**src/rtl/tdm_demux_if.sv**
```systemverilog
// Stream and per-channel handshake bundle for tdm_demux.
// With TDM_DEMUX_PARITY_EN defined, carries parity_i and par_err_o as well.
`timescale 1ns/1ps

interface tdm_demux_if #(
    parameter int unsigned DATA_W = 8,
    parameter int unsigned NUM_CH = 4,
    parameter int unsigned CH_W   = 2
);
    logic [DATA_W-1:0]        data_i;
    logic                     valid_i;
    logic                     sof_i;
    logic [NUM_CH-1:0]        ch_ack_i;
    logic [NUM_CH*DATA_W-1:0] ch_data_o;
    logic [NUM_CH-1:0]        ch_valid_o;
    logic [CH_W-1:0]          slot_o;
    logic                     frame_done_o;
    logic                     sync_err_o;
    logic                     overrun_o;
`ifdef TDM_DEMUX_PARITY_EN
    logic                     parity_i;
    logic                     par_err_o;

    modport master (
        output data_i, valid_i, sof_i, ch_ack_i, parity_i,
        input  ch_data_o, ch_valid_o, slot_o, frame_done_o, sync_err_o, overrun_o, par_err_o
    );
    modport slave (
        input  data_i, valid_i, sof_i, ch_ack_i, parity_i,
        output ch_data_o, ch_valid_o, slot_o, frame_done_o, sync_err_o, overrun_o, par_err_o
    );
`else
    modport master (
        output data_i, valid_i, sof_i, ch_ack_i,
        input  ch_data_o, ch_valid_o, slot_o, frame_done_o, sync_err_o, overrun_o
    );
    modport slave (
        input  data_i, valid_i, sof_i, ch_ack_i,
        output ch_data_o, ch_valid_o, slot_o, frame_done_o, sync_err_o, overrun_o
    );
`endif
endinterface

```
**src/rtl/tdm_demux.sv**
```systemverilog
// TDM receive demux: routes a framed word stream into NUM_CH valid/ack holding registers.
// Optional even-parity checking on the incoming word when TDM_DEMUX_PARITY_EN is defined.
`timescale 1ns/1ps

module tdm_demux #(
    parameter int unsigned DATA_W = 8,
    parameter int unsigned NUM_CH = 4,
    parameter int unsigned CH_W   = 2
) (
    input  logic         clk,
    input  logic         reset,
    tdm_demux_if.slave   bus
);
    localparam logic [0:0]      StHunt  = 1'b0;
    localparam logic [0:0]      StRun   = 1'b1;
    localparam logic [CH_W-1:0] LastSlot = CH_W'(NUM_CH - 1);

    logic [0:0]        state_q, state_d;
    logic [CH_W-1:0]   slot_q, slot_d;
    logic [DATA_W-1:0] data_q [NUM_CH];
    logic [NUM_CH-1:0] valid_q, valid_d;
    logic [NUM_CH-1:0] wr_en;
    logic [CH_W-1:0]   wr_ch;
    logic              take;
    logic              par_ok;
    logic              fd_q, fd_d;
    logic              se_q, se_d;
    logic              ovr_q, ovr_d;

`ifdef TDM_DEMUX_PARITY_EN
    logic pe_q;
    assign par_ok = ~^{bus.data_i, bus.parity_i};
    assign bus.par_err_o = pe_q;
`else
    assign par_ok = 1'b1;
`endif

    // Slot sequencing: take marks a word that occupies a slot, even if parity later rejects it.
    always_comb begin
        state_d = state_q;
        slot_d  = slot_q;
        fd_d    = 1'b0;
        se_d    = 1'b0;
        take    = 1'b0;
        wr_ch   = '0;
        if (bus.valid_i) begin
            if (bus.sof_i) begin
                take    = 1'b1;
                slot_d  = CH_W'(1);
                state_d = StRun;
                se_d    = (state_q == StRun) && (slot_q != '0);
            end else if (state_q == StRun) begin
                take  = 1'b1;
                wr_ch = slot_q;
                if (slot_q == LastSlot) begin
                    slot_d = '0;
                    fd_d   = 1'b1;
                end else begin
                    slot_d = slot_q + CH_W'(1);
                end
            end
        end
    end

    always_comb begin
        wr_en = '0;
        if (take && par_ok) wr_en[wr_ch] = 1'b1;
        ovr_d = ovr_q;
        for (int k = 0; k < NUM_CH; k++) begin
            valid_d[k] = wr_en[k] | (valid_q[k] & ~bus.ch_ack_i[k]);
            // An ack in the same cycle as a write means the old word was consumed.
            if (wr_en[k] && valid_q[k] && !bus.ch_ack_i[k]) ovr_d = 1'b1;
        end
    end

    always_ff @(posedge clk) begin
        if (reset) begin
            state_q <= StHunt;
            slot_q  <= '0;
            valid_q <= '0;
            fd_q    <= 1'b0;
            se_q    <= 1'b0;
            ovr_q   <= 1'b0;
            for (int k = 0; k < NUM_CH; k++) data_q[k] <= '0;
`ifdef TDM_DEMUX_PARITY_EN
            pe_q    <= 1'b0;
`endif
        end else begin
            state_q <= state_d;
            slot_q  <= slot_d;
            valid_q <= valid_d;
            fd_q    <= fd_d;
            se_q    <= se_d;
            ovr_q   <= ovr_d;
            for (int k = 0; k < NUM_CH; k++) begin
                if (wr_en[k]) data_q[k] <= bus.data_i;
            end
`ifdef TDM_DEMUX_PARITY_EN
            pe_q    <= take && !par_ok;
`endif
        end
    end

    for (genvar k = 0; k < NUM_CH; k++) begin : g_pack
        assign bus.ch_data_o[k*DATA_W +: DATA_W] = data_q[k];
    end

    assign bus.ch_valid_o   = valid_q;
    assign bus.slot_o       = slot_q;
    assign bus.frame_done_o = fd_q;
    assign bus.sync_err_o   = se_q;
    assign bus.overrun_o    = ovr_q;
endmodule
```
**src/flat_wrapper.sv**
```systemverilog
// flat-port wrapper written by rule: the top's interface ports become plain ports
module tdm_demux_flat 
#(
    parameter int unsigned DATA_W = 8,
    parameter int unsigned NUM_CH = 4,
    parameter int unsigned CH_W   = 2
)
  (clk, reset, bus_data_i, bus_valid_i, bus_sof_i, bus_ch_ack_i, bus_ch_data_o, bus_ch_valid_o, bus_slot_o, bus_frame_done_o, bus_sync_err_o, bus_overrun_o);
  tdm_demux_if #(.DATA_W(DATA_W), .NUM_CH(NUM_CH), .CH_W(CH_W)) bus_i ();
  input  logic clk;
  input  logic reset;
  input wire logic [$bits(bus_i.data_i)-1:0] bus_data_i;
  input wire logic [$bits(bus_i.valid_i)-1:0] bus_valid_i;
  input wire logic [$bits(bus_i.sof_i)-1:0] bus_sof_i;
  input wire logic [$bits(bus_i.ch_ack_i)-1:0] bus_ch_ack_i;
  output wire logic [$bits(bus_i.ch_data_o)-1:0] bus_ch_data_o;
  output wire logic [$bits(bus_i.ch_valid_o)-1:0] bus_ch_valid_o;
  output wire logic [$bits(bus_i.slot_o)-1:0] bus_slot_o;
  output wire logic [$bits(bus_i.frame_done_o)-1:0] bus_frame_done_o;
  output wire logic [$bits(bus_i.sync_err_o)-1:0] bus_sync_err_o;
  output wire logic [$bits(bus_i.overrun_o)-1:0] bus_overrun_o;
  assign bus_i.data_i = bus_data_i;
  assign bus_i.valid_i = bus_valid_i;
  assign bus_i.sof_i = bus_sof_i;
  assign bus_i.ch_ack_i = bus_ch_ack_i;
  assign bus_ch_data_o = bus_i.ch_data_o;
  assign bus_ch_valid_o = bus_i.ch_valid_o;
  assign bus_slot_o = bus_i.slot_o;
  assign bus_frame_done_o = bus_i.frame_done_o;
  assign bus_sync_err_o = bus_i.sync_err_o;
  assign bus_overrun_o = bus_i.overrun_o;
  tdm_demux #(.DATA_W(DATA_W), .NUM_CH(NUM_CH), .CH_W(CH_W)) u_core (.clk(clk), .reset(reset), .bus(bus_i));
endmodule
```
**config.mk**
```make
export PLATFORM = sky130hd
export DESIGN_NAME = tdm_demux_flat
export DESIGN_NICKNAME = d
export VERILOG_FILES = /design/src/rtl/tdm_demux_if.sv /design/src/rtl/tdm_demux.sv /design/src/flat_wrapper.sv
export SDC_FILE = /design/constraint.sdc
export NUM_CORES = 1
export LEC_CHECK = 0
export ABC_CLOCK_PERIOD_IN_PS = 5400
export CAP_MARGIN = 20
export CELL_PAD_IN_SITES_DETAIL_PLACEMENT = 0
export CELL_PAD_IN_SITES_GLOBAL_PLACEMENT = 1
export CORE_MARGIN = 2
export CORE_UTILIZATION = 39
export DETAILED_ROUTE_END_ITERATION = 6
export GPL_ROUTABILITY_DRIVEN = 0
export PLACE_DENSITY_LB_ADDON = 0.1
export SLEW_MARGIN = 20
export SYNTH_ARGS = -nofsm -noshare
export SYNTH_HDL_FRONTEND = slang
export SYNTH_SLANG_ARGS = --single-unit
```
**constraint.sdc**
```tcl
create_clock -name clk -period 5.4 [get_ports clk]
set_input_delay 1.08 -clock clk [delete_from_list [all_inputs] [get_ports clk]]
set_output_delay 1.08 -clock clk [all_outputs]
set_load 0.005 [all_outputs]
```
Word level (Yosys, flattened, before mapping):

Memory sizes are Yosys's and may differ from the RTL's.
Cells that the tools add are included.

* register bits after elaboration: 10
* memory bits (writable): 32
* input bits: 16
* logic and storage cells: 86
* memories: 1

* add/subtract/negate cells: 1
* $lt $le $gt $ge: 2
* equal/unequal tests: 1
* mux-type cells: 35
* bitwise operators: 19
* reductions and logical operators: 21

Memories
* u_core.data_q: depth 4, width 8, rd ports 4, clocked after Yosys merged registers in 0, wr ports 4, RTL line tdm_demux.sv:20 `logic [DATA_W-1:0] data_q [NUM_CH];`

Operators with widths (count)
* $mux 8: 4
* $mux 1: 23
* $mux 2: 6
* $logic_and 1x1->1: 10
* $or 1x1->1: 8
* $not 1->1: 7
* $and 1x1->1: 4
* $logic_not 1->1: 4
* $mux 4: 1
* $reduce_and 2->1: 2
* $reduce_bool 2->1: 2
* $reduce_bool 4->1: 1
* $reduce_or 4->1: 1
* $lt 2x3->1 const B: 1
* $reduce_or 3->1: 1
* $add 2x1->2 const B: 1
* $demux 1 s2: 1
* $eq 2x2->1 const B: 1
* $ge 2x1->1 const B: 1

Logic depth before layout (Yosys ltp):

* depth in word-level cells: 14
* gate-level depth with buffers: 5

Worst setup path before layout:

Ideal clock, no wire load.

* kind: input to register
* from: input bus_sof_i
* to: memory u_core.data_q[2][0], enable pin
* data arrival time: 2049 ps
* data required time: 5016 ps
* slack: 2967 ps
* cell stages on the path: 3
* buffers on the path: 1
* cell sequence: clkbuf_2 -> nand3b_4 -> o21ai_0

RTL lines
* start, declared: RTL line flat_wrapper.sv:14 `input wire logic [$bits(bus_i.sof_i)-1:0] bus_sof_i;`
* end, declared: RTL line tdm_demux.sv:20

==> reports/metrics.yaml <==
grt_usage_pct: 15.7
clk_pin_slew_ps: 70
die_x_um: 71.6
gr-total-overflow: 0
dp_hpwl_mm: 2.83
r2r_start: "u_core.bus.slot_o[1]$_SDFFE_PP0P_"
drt_iter0_markers: 73
setup_tns_ps: 0
p_seq_share_pct: 59.6
fin_crit_sh_pct: 53.1
pwr-share-clk_pct: 30.2
final_cell_area_um2: 2460
min_path_type: "reg2reg"
path_max_fanout: 11
antenna_found_initial: 0
worstPathCellList: "clkdlybuf4s50_1, nand3b_4, o21ai_0"
p_switching_w: 0.000133
synth_nets: 150
drtAntennaViolNets: 0
pwr-share-comb_pct: 10.2
timing.slew.headroom_pct: 31.5
placed_area_um2: 2370
finalHoldViolations: 0
critPathCaptureType: "flip-flop"
first_global_vias: 1294
start_util_pct: 40.7
post-route-util_pct: 56.1
slew_viol_final: 0
p_per_area_nw_per_um2: 250
syn_area_um2: 1780
totalWireLength_mm: 3.72
coreArea_um2: 4380
cts_setup_buffers: 0
cp-start-kind: "input port"
crit_path_max_incr_delay_ps: 830
vias: 1198
cts_resized: 0
irDropWorstVdd_v: 0.000130
area_growth_pct: 38.0
drc: 0
leakage_nw: 0.957
drive_gt1_share_pct: 6.77
postSynthCellCount: 132
worst_pin_slew_ps: 1020
grt_pass1_wl_mm: 5.95
maxCapViolations: 0
antenna_cells: 0
layout.cells.most_common: "clkdlybuf4s50_1"
die_h_um: 71.6
final_cell_mix: "clkdlybuf4s50_1, and2_1, edfxtp_1, dfxtp_1"
status: "finished clean"
reg2reg_to: "u_core.data_q[2][7]$_SDFFCE_PN0P_"
ys_warn_count: 0
path_class: "in2reg"
cp.arrival_ps: 2790
firstDrtPassIters: 3
endpoint: "u_core.data_q[2][7]$_SDFFCE_PN0P_"
root_buffer: "clkbuf_8"
viasPerCell: 4.91
crit_slowest_cell: "o21ai_0"
fmax_mhz: 349
nets: 209
dieArea_um2: 5130
synth-seq-cells: 42
grt_max_degree: 14
synth-seq-area-share_pct: 65.1
cts.path.max_buffers: 2
cts_sinks: 42
worstSkewPairLatency_ps: 300
final.setup_skew_ps: 3.41
avgSynthCellArea_um2: 13.5
rsz0062_at_grt: "false"
hold_buffers: 0
synth_cell_types: 30
cts_tree: "built"
row_count: 24
h-tree-depth: 2
numPortBuffers: 56
p_sw_share_pct: 21.6
reg2reg_slack_ps: 3440
setup_viol: 0
pin_count: 57
wl_per_cell_um: 15.3
finalCriticalPeriod_ps: 2870
critPathLaunch: "bus_valid_i"
numCtsBuffers: 5
p_int_w: 0.000482
crit_required_ps: 5320
r2r_cells: 2
==> cell type report <==
type | count | area [um2]
Clock buffer | 5 | 68.8
Clock inverter | 3 | 11.3
Fill cell | 364 | 1920
Inverter | 6 | 22.5
Multi-Input combinational cell | 79 | 566
Sequential cell | 42 | 1160
Tap cell | 52 | 65.1
Timing Repair Buffer | 57 | 566
==> kinds of logic after synthesis <==
kind of cell / after synthesis / share of synthesized area (%)
buf+inv: 11 / 3.16
compound gates: 17 / 5.90
fa+ha+maj: 2 / 1.40
simple gates: 60 / 24.4
flops: 42 / 65.1
==> cell usage after synthesis <==
| library cell | number | share of area, % |
|---|---|---|
| a21oi_1 | 5 | 1.4 |
| a22oi_1 | 1 | 0.42 |
| a2bb2oi_1 | 2 | 0.98 |
| a31oi_1 | 1 | 0.35 |
| and2_1 | 32 | 11 |
| and3_1 | 1 | 0.35 |
| and3b_1 | 2 | 0.98 |
| and4b_1 | 1 | 0.56 |
| and4bb_2 | 1 | 0.70 |
| buf_2 | 2 | 0.56 |
| buf_4 | 1 | 0.42 |
| buf_6 | 1 | 0.63 |
| clkbuf_2 | 1 | 0.28 |
| dfxtp_1 | 10 | 11 |
| edfxtp_1 | 32 | 54 |
| ha_1 | 2 | 1.4 |
| inv_1 | 6 | 1.3 |
| nand2_1 | 6 | 1.3 |
| nand2b_1 | 3 | 1.1 |
| nand3_1 | 1 | 0.28 |
| nand3b_4 | 2 | 2.2 |
| nor2_1 | 4 | 0.84 |
| nor3_4 | 3 | 2.7 |
| nor3b_1 | 1 | 0.42 |
| nor3b_2 | 1 | 0.70 |
| nor4b_1 | 1 | 0.49 |
| nor4bb_1 | 1 | 0.56 |
| o2111ai_1 | 1 | 0.49 |
| o211a_1 | 1 | 0.56 |
| o21ai_0 | 6 | 1.7 |
==> layer usage <==
layer  GRT usage, %  vias to the layer above  wire [um]
met5              0                        -          0
met4           6.92                        0         77
met3           5.06                        7        223
met2           29.5                       36       2020
met1           15.7                      575       1400
li1               -                      580          -
==> stage by stage <==
stage | hold slack [ps] | cells | power (W) | setup WS (ps)
after floorplan | 473 | 132 | 0.000394 | 2970
final | 500 | 244 | 0.000616 | 2530
after detailed placement | 488 | 235 | 0.000438 | 2110
after global routing | 516 | 244 | 0.000640 | 2370
after global placement | 487 | 235 | 0.000436 | 2200
after CTS | 502 | 243 | 0.000624 | 2430
==> how the worst min path moves through the flow <==
stage                                           to  cells after the start                                start
3_3_place_gp   u_core.bus.ch_valid_o[3]$_SDFF_PP0_                      2  u_core.bus.ch_valid_o[3]$_SDFF_PP0_
3_5_place_dp   u_core.bus.ch_valid_o[0]$_SDFF_PP0_                      2  u_core.bus.ch_valid_o[0]$_SDFF_PP0_
4_1_cts        u_core.bus.ch_valid_o[0]$_SDFF_PP0_                      2  u_core.bus.ch_valid_o[0]$_SDFF_PP0_
6_report       u_core.bus.ch_valid_o[0]$_SDFF_PP0_                      2  u_core.bus.ch_valid_o[0]$_SDFF_PP0_
2_1_floorplan  u_core.bus.ch_valid_o[0]$_SDFF_PP0_                      2  u_core.bus.ch_valid_o[0]$_SDFF_PP0_
5_1_grt        u_core.bus.ch_valid_o[0]$_SDFF_PP0_                      2  u_core.bus.ch_valid_o[0]$_SDFF_PP0_
==> state kept, by name, summed over array words and instances (netlist names) <==
name	cells
u_core.bus.ch_valid_o	4
u_core.bus.frame_done_o	1
u_core.bus.overrun_o	1
u_core.bus.slot_o	2
u_core.bus.sync_err_o	1
u_core.data_q	32
u_core.state_q	1
==> power groups by stage <==
stage | combinational (W) | sequential, W | clock (W)
6_report | 0.0000630 | 0.000367 | 0.000186
3_5_place_dp | 0.0000640 | 0.000374 | 0
4_1_cts | 0.0000643 | 0.000367 | 0.000193
5_1_grt | 0.0000684 | 0.000368 | 0.000203
2_1_floorplan | 0.0000208 | 0.000373 | 0
3_3_place_gp | 0.0000626 | 0.000374 | 0
==> critical path: cells and delay by family <==
kind | cells | cell delay (ps)
AO/OA/AOI/OAI | 1 | 830
buffers and inverters | 1 | 730
AND/OR/NAND/NOR | 1 | 150
(Power assumes the default switching activity.)
